[config.mk]
export PLATFORM = sky130hd
export DESIGN_NAME = decode_stage
export DESIGN_NICKNAME = d
export VERILOG_FILES = /design/src/rtl/decode_stage.sv
export SDC_FILE = /design/constraint.sdc
export NUM_CORES = 1
export LEC_CHECK = 0
export BUFFER_PORTS_ARGS = -buffer_cell sky130_fd_sc_hd__buf_2
export CORE_MARGIN = 2
export CORE_UTILIZATION = 55
export CTS_CLUSTER_DIAMETER = 60
export DETAILED_ROUTE_END_ITERATION = 8
export PLACE_DENSITY_LB_ADDON = 0.2
export SYNTH_ARGS = -nofsm -noshare
export SYNTH_HDL_FRONTEND = slang
export SYNTH_SLANG_ARGS = --single-unit
[constraint.sdc]
create_clock -name clk -period 7.6 [get_ports clk]
set_input_delay 1.52 -clock clk [delete_from_list [all_inputs] [get_ports clk]]
set_output_delay 1.52 -clock clk [all_outputs]
set_load 0.03 [all_outputs]
[src/rtl/decode_stage.sv]
// decode_stage: registered RV32I/RV64I decoder with valid/ready handshakes, 2-entry skid storage, flush and saturating illegal counter
module decode_stage #(
  parameter int XLEN  = 32,
  parameter int CNT_W = 16
) (
  input  logic             clk,
  input  logic             rst,
  input  logic             flush,
  input  logic             in_valid,
  output logic             in_ready,
  input  logic [31:0]      in_insn,
  input  logic [XLEN-1:0]  in_pc,
  output logic             out_valid,
  input  logic             out_ready,
  output logic [XLEN-1:0]  out_pc,
  output logic [4:0]       out_opcode,
  output logic [3:0]       out_alu_op,
  output logic [2:0]       out_bcu_op,
  output logic [4:0]       out_rd,
  output logic [4:0]       out_rs1,
  output logic [4:0]       out_rs2,
  output logic             out_rd_we,
  output logic             out_rs1_used,
  output logic             out_rs2_used,
  output logic [XLEN-1:0]  out_imm,
  output logic             out_illegal,
  output logic [CNT_W-1:0] illegal_cnt
);
  localparam logic [4:0] OP_LOAD = 5'b00000, OP_MISC = 5'b00011, OP_IMM = 5'b00100,
    OP_AUIPC = 5'b00101, OP_IMM32 = 5'b00110, OP_STORE = 5'b01000, OP_OP = 5'b01100,
    OP_LUI = 5'b01101, OP_OP32 = 5'b01110, OP_BRANCH = 5'b11000, OP_JALR = 5'b11001,
    OP_JAL = 5'b11011, OP_SYSTEM = 5'b11100;
  localparam bit RV64 = (XLEN == 64);

  typedef struct packed {
    logic [XLEN-1:0] pc;
    logic [4:0]      opcode;
    logic [3:0]      alu_op;
    logic [2:0]      bcu_op;
    logic [4:0]      rd;
    logic [4:0]      rs1;
    logic [4:0]      rs2;
    logic            rd_we;
    logic            rs1_used;
    logic            rs2_used;
    logic [XLEN-1:0] imm;
    logic            illegal;
  } bundle_t;

  bundle_t dec, o_b, s_b;
  logic o_valid, s_valid, accept, o_load;
  logic [4:0] op;
  logic [2:0] f3;
  logic [6:0] f7;
  logic is_load, is_misc, is_opimm, is_auipc, is_opimm32, is_store, is_op, is_lui;
  logic is_op32, is_br, is_jalr, is_jal, is_sys, shift_imm, op_ok;
  logic load_bad, store_bad, op_bad, sh_bad, ill;
  logic [31:0] imm_i, imm_s, imm_b, imm_u, imm_j, imm32;

  assign op = in_insn[6:2];
  assign f3 = in_insn[14:12];
  assign f7 = in_insn[31:25];
  assign is_load    = op == OP_LOAD;
  assign is_misc    = op == OP_MISC;
  assign is_opimm   = op == OP_IMM;
  assign is_auipc   = op == OP_AUIPC;
  assign is_opimm32 = op == OP_IMM32;
  assign is_store   = op == OP_STORE;
  assign is_op      = op == OP_OP;
  assign is_lui     = op == OP_LUI;
  assign is_op32    = op == OP_OP32;
  assign is_br      = op == OP_BRANCH;
  assign is_jalr    = op == OP_JALR;
  assign is_jal     = op == OP_JAL;
  assign is_sys     = op == OP_SYSTEM;
  assign shift_imm  = (is_opimm | is_opimm32) & (f3 == 3'b001 | f3 == 3'b101);

  assign imm_i = {{20{in_insn[31]}}, in_insn[31:20]};
  assign imm_s = {{20{in_insn[31]}}, in_insn[31:25], in_insn[11:7]};
  assign imm_b = {{20{in_insn[31]}}, in_insn[7], in_insn[30:25], in_insn[11:8], 1'b0};
  assign imm_u = {in_insn[31:12], 12'b0};
  assign imm_j = {{12{in_insn[31]}}, in_insn[19:12], in_insn[20], in_insn[30:21], 1'b0};
  assign imm32 = (is_lui | is_auipc) ? imm_u :
                 is_jal ? imm_j :
                 (is_jalr | is_load | is_opimm | is_opimm32 | is_misc | is_sys) ? imm_i :
                 is_store ? imm_s :
                 is_br ? imm_b : 32'b0;

  assign op_ok = is_load | is_misc | is_opimm | is_auipc | is_store | is_op | is_lui |
                 is_br | is_jalr | is_jal | is_sys | (RV64 & (is_opimm32 | is_op32));
  assign load_bad  = is_load & (f3 == 3'b111 | (!RV64 & (f3 == 3'b011 | f3 == 3'b110)));
  assign store_bad = is_store & (f3[2] | (!RV64 & f3 == 3'b011));
  assign op_bad = (is_op | is_op32) & (!(f7 == 7'h00 | f7 == 7'h20) |
                  (f7 == 7'h20 & !(f3 == 3'b000 | f3 == 3'b101)) |
                  (is_op32 & !(f3 == 3'b000 | f3 == 3'b001 | f3 == 3'b101)));
  // RV64 OP-IMM shifts use a 6-bit shamt, so only insn[31:26] is the funct field there
  assign sh_bad = shift_imm & ((RV64 & is_opimm) ?
                  !(in_insn[31:26] == 6'h00 | (in_insn[31:26] == 6'h10 & f3 == 3'b101)) :
                  !(f7 == 7'h00 | (f7 == 7'h20 & f3 == 3'b101)));
  assign ill = in_insn[1:0] != 2'b11 | in_insn == 32'h0 | &in_insn | !op_ok |
               (is_jalr & f3 != 3'b000) | (is_br & f3[2:1] == 2'b01) |
               load_bad | store_bad | op_bad | sh_bad;

  // combinational decode of the offered instruction
  always_comb begin
    dec.pc       = in_pc;
    dec.opcode   = op;
    dec.alu_op   = {(is_op | is_op32 | shift_imm) & in_insn[30], f3};
    dec.bcu_op   = f3;
    dec.rd       = in_insn[11:7];
    dec.rs1      = in_insn[19:15];
    dec.rs2      = in_insn[24:20];
    dec.rd_we    = !ill & (in_insn[11:7] != 5'd0) & (is_lui | is_auipc | is_jal | is_jalr |
                   is_load | is_op | is_op32 | is_opimm | is_opimm32);
    dec.rs1_used = !ill & !(is_lui | is_auipc | is_jal | is_misc);
    dec.rs2_used = !ill & (is_br | is_store | is_op | is_op32);
    dec.imm      = XLEN'($signed(imm32));
    dec.illegal  = ill;
  end

  assign in_ready = !s_valid;
  assign accept   = in_valid & !s_valid;
  assign o_load   = !o_valid | out_ready;

  // output register refills from skid first to keep order; skid catches accepts while output stalls
  always_ff @(posedge clk or posedge rst) begin
    if (rst) begin
      o_valid <= 1'b0;
      s_valid <= 1'b0;
      o_b     <= '0;
      s_b     <= '0;
    end else if (flush) begin
      o_valid <= 1'b0;
      s_valid <= 1'b0;
    end else if (o_load) begin
      o_valid <= s_valid | accept;
      s_valid <= 1'b0;
      if (s_valid | accept) o_b <= s_valid ? s_b : dec;
    end else if (accept) begin
      s_valid <= 1'b1;
      s_b     <= dec;
    end
  end

  // saturating count of illegal bundles handed to execute
  always_ff @(posedge clk or posedge rst) begin
    if (rst) illegal_cnt <= '0;
    else if (o_valid & out_ready & o_b.illegal & !(&illegal_cnt)) illegal_cnt <= illegal_cnt + 1'b1;
  end

  assign out_valid    = o_valid;
  assign out_pc       = o_b.pc;
  assign out_opcode   = o_b.opcode;
  assign out_alu_op   = o_b.alu_op;
  assign out_bcu_op   = o_b.bcu_op;
  assign out_rd       = o_b.rd;
  assign out_rs1      = o_b.rs1;
  assign out_rs2      = o_b.rs2;
  assign out_rd_we    = o_b.rd_we;
  assign out_rs1_used = o_b.rs1_used;
  assign out_rs2_used = o_b.rs2_used;
  assign out_imm      = o_b.imm;
  assign out_illegal  = o_b.illegal;
endmodule
* Word-level counts from Yosys, hierarchy flattened
Index checks and enable logic that the tools add are counted.
Word-level totals: bits in registers 208, input bits 69, output and inout bits 113, logic and storage cells 154
Operators by class: add/subtract/negate cells 1, equal/unequal tests 20, mux-type cells 11, bitwise operators 73, reductions and logical operators 22
Operators by type and width (number):
- $mux W32 | 5
- $mux W95 | 1
- $or A1 B1 Y1 | 52
- $logic_not A32 Y1 | 1
- $reduce_and A32 Y1 | 1
- $eq A5 B4 Y1 const B | 4
- $eq A5 B5 Y1 const B | 4
- $and A1 B1 Y1 | 19
- $add A16 B1 Y16 const B | 1
- $reduce_and A16 Y1 | 1
- $eq A5 B3 Y1 const B | 3
- $logic_not A1 Y1 | 10
- $eq A3 B3 Y1 const B | 3
- $eq A7 B6 Y1 const B | 1
- $logic_not A7 Y1 | 1
- $reduce_and A3 Y1 | 2
- $reduce_bool A3 Y1 | 2
- $eq A5 B2 Y1 const B | 1
- $logic_not A5 Y1 | 1
- $mux W1 | 5
- $reduce_bool A5 Y1 | 1
- $eq A3 B1 Y1 const B | 1
- $eq A3 B2 Y1 const B | 1
- $logic_not A3 Y1 | 1
- 4 further kinds | 5

* Logic depth before layout (Yosys ltp)
depth in word-level cells 23, mapped depth 9, depth with buffers taken out 6

* Least setup slack after synthesis
Ideal clock, no wire load.
kind input to register, start point in in_insn[6], end point reg s_b[21] (netlist name), setup time 0.124 ns, arrival 2.822 ns, required time 7.476 ns, path slack 4.654 ns, stages 9, buffers on the path 3, cells stage by stage buf_2 > and2_0 > clkbuf_1 > o21a_1 > a21oi_2 > o22ai_4 > a21oi_1 > buf_2 > a21oi_1
Between the ends: cells in the longest elaborated chain, start to end 9, elaborated cells between the ends (all ways) 22, classes of those cells eq/ne (10); mux (5); bitwise (6); reduce/logical (1)
RTL lines:
- from (decl) | RTL line 11 | input logic [31:0] in_insn,
- $eq A5 B5 Y1 / $logic_not A5 Y1 (equally long branches) | RTL line 73, 63
- $or A1 B1 Y1 (5 in a row) | RTL line 85 | (is_jalr | is_load | is_opimm | is_opimm32 | is_misc | is_sys) ? imm_i :
- $mux W32 | RTL line 85
- $mux W32 | RTL line 84 | is_jal ? imm_j :
- $mux W32 (*) | RTL line 83 | assign imm32 = (is_lui | is_auipc) ? imm_u :
- to (signal assigned) | RTL line 131 | s_b <= '0;
- to (signal assigned) | RTL line 141 | s_b <= dec;
- to (decl) | RTL line 50 | bundle_t dec, o_b, s_b;
Every way passes the cells marked *; elsewhere a longest branch is shown, timed or not. A chain may end at the register's enable or synchronous reset.

* Final worst setup path
start point reg s_valid, end point out in_ready
Between the ends: cells in the longest elaborated chain, start to end 1
RTL lines:
- from (decl) | RTL line 51 | logic o_valid, s_valid, accept, o_load;
- from (signal assigned) | RTL line 129 | s_valid <= 1'b0;
- from (signal assigned) | RTL line 134 | s_valid <= 1'b0;
- from (signal assigned) | RTL line 137 | s_valid <= 1'b0;
- $logic_not A1 Y1 | RTL line 121 | assign in_ready = !s_valid;
- to (decl) | RTL line 10 | output logic in_ready,
Every way passes these cells.

==> results by group <==
Run status
  • Status: completed

Logic synthesis
  • Async set-reset flop share out of synthesis: 1.000
  • Synth Flop Type: dfrtp_1
  • Mapped Avg Cell Area: 9.346 um^2
  • Syn Nets: 1046
  • Post-Synthesis Cells: 976
  • Synthesized flop and latch total: 202
  • Mapped Area: 0.009121 mm^2
  • Register area share after synthesis: 0.5542
  • Netlist cell types: 55
  • YS warnings: 0
  • Number of synthesized flops with an enable pin: 0

Route
  • Violation count after the first detailed-routing iteration: 416
  • Residual DRC: 0
  • Initial DRT Pass Iterations: 5
  • WL final: 21700 um
  • DR WL/cell: 16.04 um
  • Routed Antenna Nets: 0
  • Vias per inst: 5.426
  • Via count: 7342

Floorplan
  • Die area: 0.01763 mm^2
  • Die width: 132.8 um
  • Row count: 47
  • Initial Util: 0.5559
  • I/O pin cnt: 182
  • Die height: 132.8 um
  • Area of the core: 0.01641 mm^2

Power and ir drop
  • Sequential power share: 0.450
  • Power share of the clock group: 0.358
  • Leakage: 5.207 nW
  • Internal Power: 2.115 mW
  • Max VDD drop: 190.5 uV
  • Switching Share: 0.3062
  • Psw: 933.3 uW
  • Gate power share: 0.192
  • Cell Pwr Density: 282.0 mW/mm^2

Layout
  • Commonest cells after routing, fill and taps aside: nand2_1 (288), dfrtp_1 (201), buf_2 (181), o21ai_0 (111), mux2i_1 (56)
  • Area grow syn2layout: 18.53%
  • Most common cell after layout, fill and taps aside: nand2_1
  • N_diodes: 0
  • Layout cells sized above 1: 0.2092
  • Multi-input logic area: 0.003747 mm^2
  • Fill cells: 1340
  • Sequential standard cell area: 0.005059 mm^2
  • Final net count: 1187

Global route
  • GRT Util Overall: 0.2453
  • Pin count of the biggest net entering global routing: 137
  • First-pass GRT wire length: 35380 um
  • GR Overflow Total: 0
  • Vias in the first global route: 6823
  • Initial antenna violation count: 0

Setup path
  • Worst path bufs/invs: 4
  • Crit. End Element: primary output
  • Crit path DAT: 2.48 ns
  • R2R Path Start: s_valid$_DFFE_PP0P_
  • Critical Path RT: 6.08 ns
  • Most used cell, CP: buf_4
  • Critical path fanouts, max: 48
  • CP delay by family, top: buffers and inverters
  • Worst reg2reg path depth: 7
  • Crit Reg-Reg Endpoint: out_imm[24]$_DFFE_PP0P_
  • CP Class: flop to primary output
  • Crit path launch type: flop
  • Slowest stage cell on the critical path: dfrtp_4
  • Crit-path cells: buf_4 -> inv_1 -> buf_4 -> buf_2
  • Max stage delay on crit path: 0.72 ns
  • R2R Setup Slk: 4.42 ns

Timing
  • Slew margin rel.: 0.3861
  • Setup_tns: 0 ns
  • Fin crit share: 0.5260
  • Peak Freq: 250.2 MHz
  • Minimum clock period: 3.998 ns
  • Final hold vios: 0
  • Worst Tran Pin Value: 0.9208 ns
  • Worst hold slack: 0.4714 ns
  • RSZ-0062 raised after global routing: false
  • Setup-failing EPs final: 0
  • Slew Limit Fails: 0
  • Clock Skews: 0.008005 ns

Hold path
  • Hold Startpoint: out_pc[6]$_DFFE_PP0P_
  • Hold Crit Endpoint: out_pc[6]$_DFFE_PP0P_
  • Hold Crit Depth: 2
  • Hold crit path type: flop to flop

Clocking
  • Root Buffer: clkbuf_16
  • Worst skew pair latency: 0.50 ns
  • CTS sink count: 202
  • Postcts setup bufs: 0
  • Hold buffer count at CTS: 0
  • CTS H-tree lvls: 1
  • TritonCTS clock tree: built
  • Reg clk slew, reported paths: 0.06 ns
  • Post_cts resized: 0
  • Inserted Clock Buffers: 22
  • Bufs on Longest Clock Path: 3

Placement
  • Final Wtd Congestion: 0.8600
  • Dpl hpwl: 13970 um
  • I/O Buffers: 181

Run
  • MaxCap Viol Count: 0
registers in the layout, summed over array words and instances (netlist names), 5 cells and up:
name / count
out_opcode: 5
out_pc: 32
illegal_cnt: 16
out_rs2: 5
out_rd: 5
out_imm: 32
out_rs1: 5
s_b: 92
routing by layer:
| metal | GRT usage | part of all wire | wire length, um | vias up |
|---|---|---|---|---|
| met2 | 0.3969 | 0.47 | 10150 | 226 |
| met4 | 0.06691 | 0.020 | 441 | 0 |
| met3 | 0.04483 | 0.062 | 1338 | 32 |
| met5 | 0 | 0 | 0 | - |
| met1 | 0.3438 | 0.45 | 9769 | 3508 |
| li1 | - | - | - | 3576 |
layout make-up:
class                   count  share of cell area
inverters                   3            0.001736
clock buffers              32             0.06099
well taps                 220             0.02546
clock inverters             8            0.008680
flip-flops and latches    202              0.4679
repair buffers            188             0.08865
multi-input cells         700              0.3466
cells by family (layout without fill, tap and decap cells):
group | count (synthesis) | count (layout) | synth area share
flip-flops | 202 | 202 | 0.5542
XOR/XNOR | 15 | 15 | 0.01440
adder cells (fa/ha/maj) | 1 | 1 | 0.001372
multiplexers | 56 | 56 | 0.06145
buffers and inverters | 74 | 231 | 0.03676
AO/OA/AOI/OAI | 212 | 212 | 0.1325
AND/OR/NAND/NOR | 416 | 416 | 0.1993
synth_stat cells (all sizes together), types with 2 or more instances:
master,count,share of area
inv,3,0.0012
nor4b,2,0.0036
or3,19,0.013
a31oi,9,0.0062
a22oi,6,0.0049
nor2b,9,0.0062
o21a,7,0.0058
and4,2,0.0019
o21ai,123,0.068
nand4,4,0.0027
nor2,32,0.013
nor4,3,0.0021
and3,11,0.0075
nand2,290,0.12
mux2i,56,0.061
a211oi,2,0.0030
o211ai,3,0.0030
xor2,3,0.0029
xnor2,12,0.012
and3b,3,0.0029
and2,12,0.0082
nor3b,2,0.0016
nor3,8,0.0044
nand2b,6,0.0041
nand3,10,0.0055
a21oi,51,0.028
dfrtp,202,0.55
buf,23,0.016
clkbuf,48,0.020
how the worst max path moves through the flow:
| stage | startpoint | to | slack [ns] | depth (start not counted) |
|---|---|---|---|---|
| after floorplan | rst | illegal_cnt[0]$_DFFE_PP0P_ | 0.57 | 1 |
| after CTS | s_valid$_DFFE_PP0P_ | in_ready | 3.53 | 4 |
| after global routing | s_valid$_DFFE_PP0P_ | in_ready | 3.49 | 4 |
| after global placement | in_valid | out_imm[20]$_DFFE_PP0P_ | 3.71 | 8 |
| after detailed placement | in_valid | out_imm[20]$_DFFE_PP0P_ | 3.64 | 8 |
| final | s_valid$_DFFE_PP0P_ | in_ready | 3.60 | 4 |
power groups by stage:
stage	Clock (mW)	Combinational [mW]	Sequential (mW)
final	1.09	0.585	1.37
after global routing	1.15	0.644	1.40
after CTS	1.11	0.592	1.37
after detailed placement	0	0.590	1.39
after global placement	0	0.575	1.38
after floorplan	0	0.247	1.54
through the flow:
step | setup slack (ns) | cell area (um^2) | power (mW) | utilization | instances
2_1_floorplan | 0.5693 | 9121 | 1.786 | - | 976
3_3_place_gp | 3.711 | 10060 | 1.957 | 0.6131 | 1313
3_5_place_dp | 3.640 | 10060 | 1.979 | 0.6131 | 1313
4_1_cts | 3.526 | 10810 | 3.075 | 0.6590 | 1353
5_1_grt | 3.487 | 10810 | 3.187 | 0.6590 | 1353
6_report | 3.602 | 10810 | 3.049 | 0.6590 | 1353
worst register-to-register path: cells and delay by family, from the launching register on:
family                 cells  cell delay (ns)
and+or+nand+nor            4             0.98
DFF                        1             0.72
AOI/OAI and AO/OA          2             0.96
buffers and inverters      1             0.36
No activity file was read; power rests on OpenSTA's default activity.
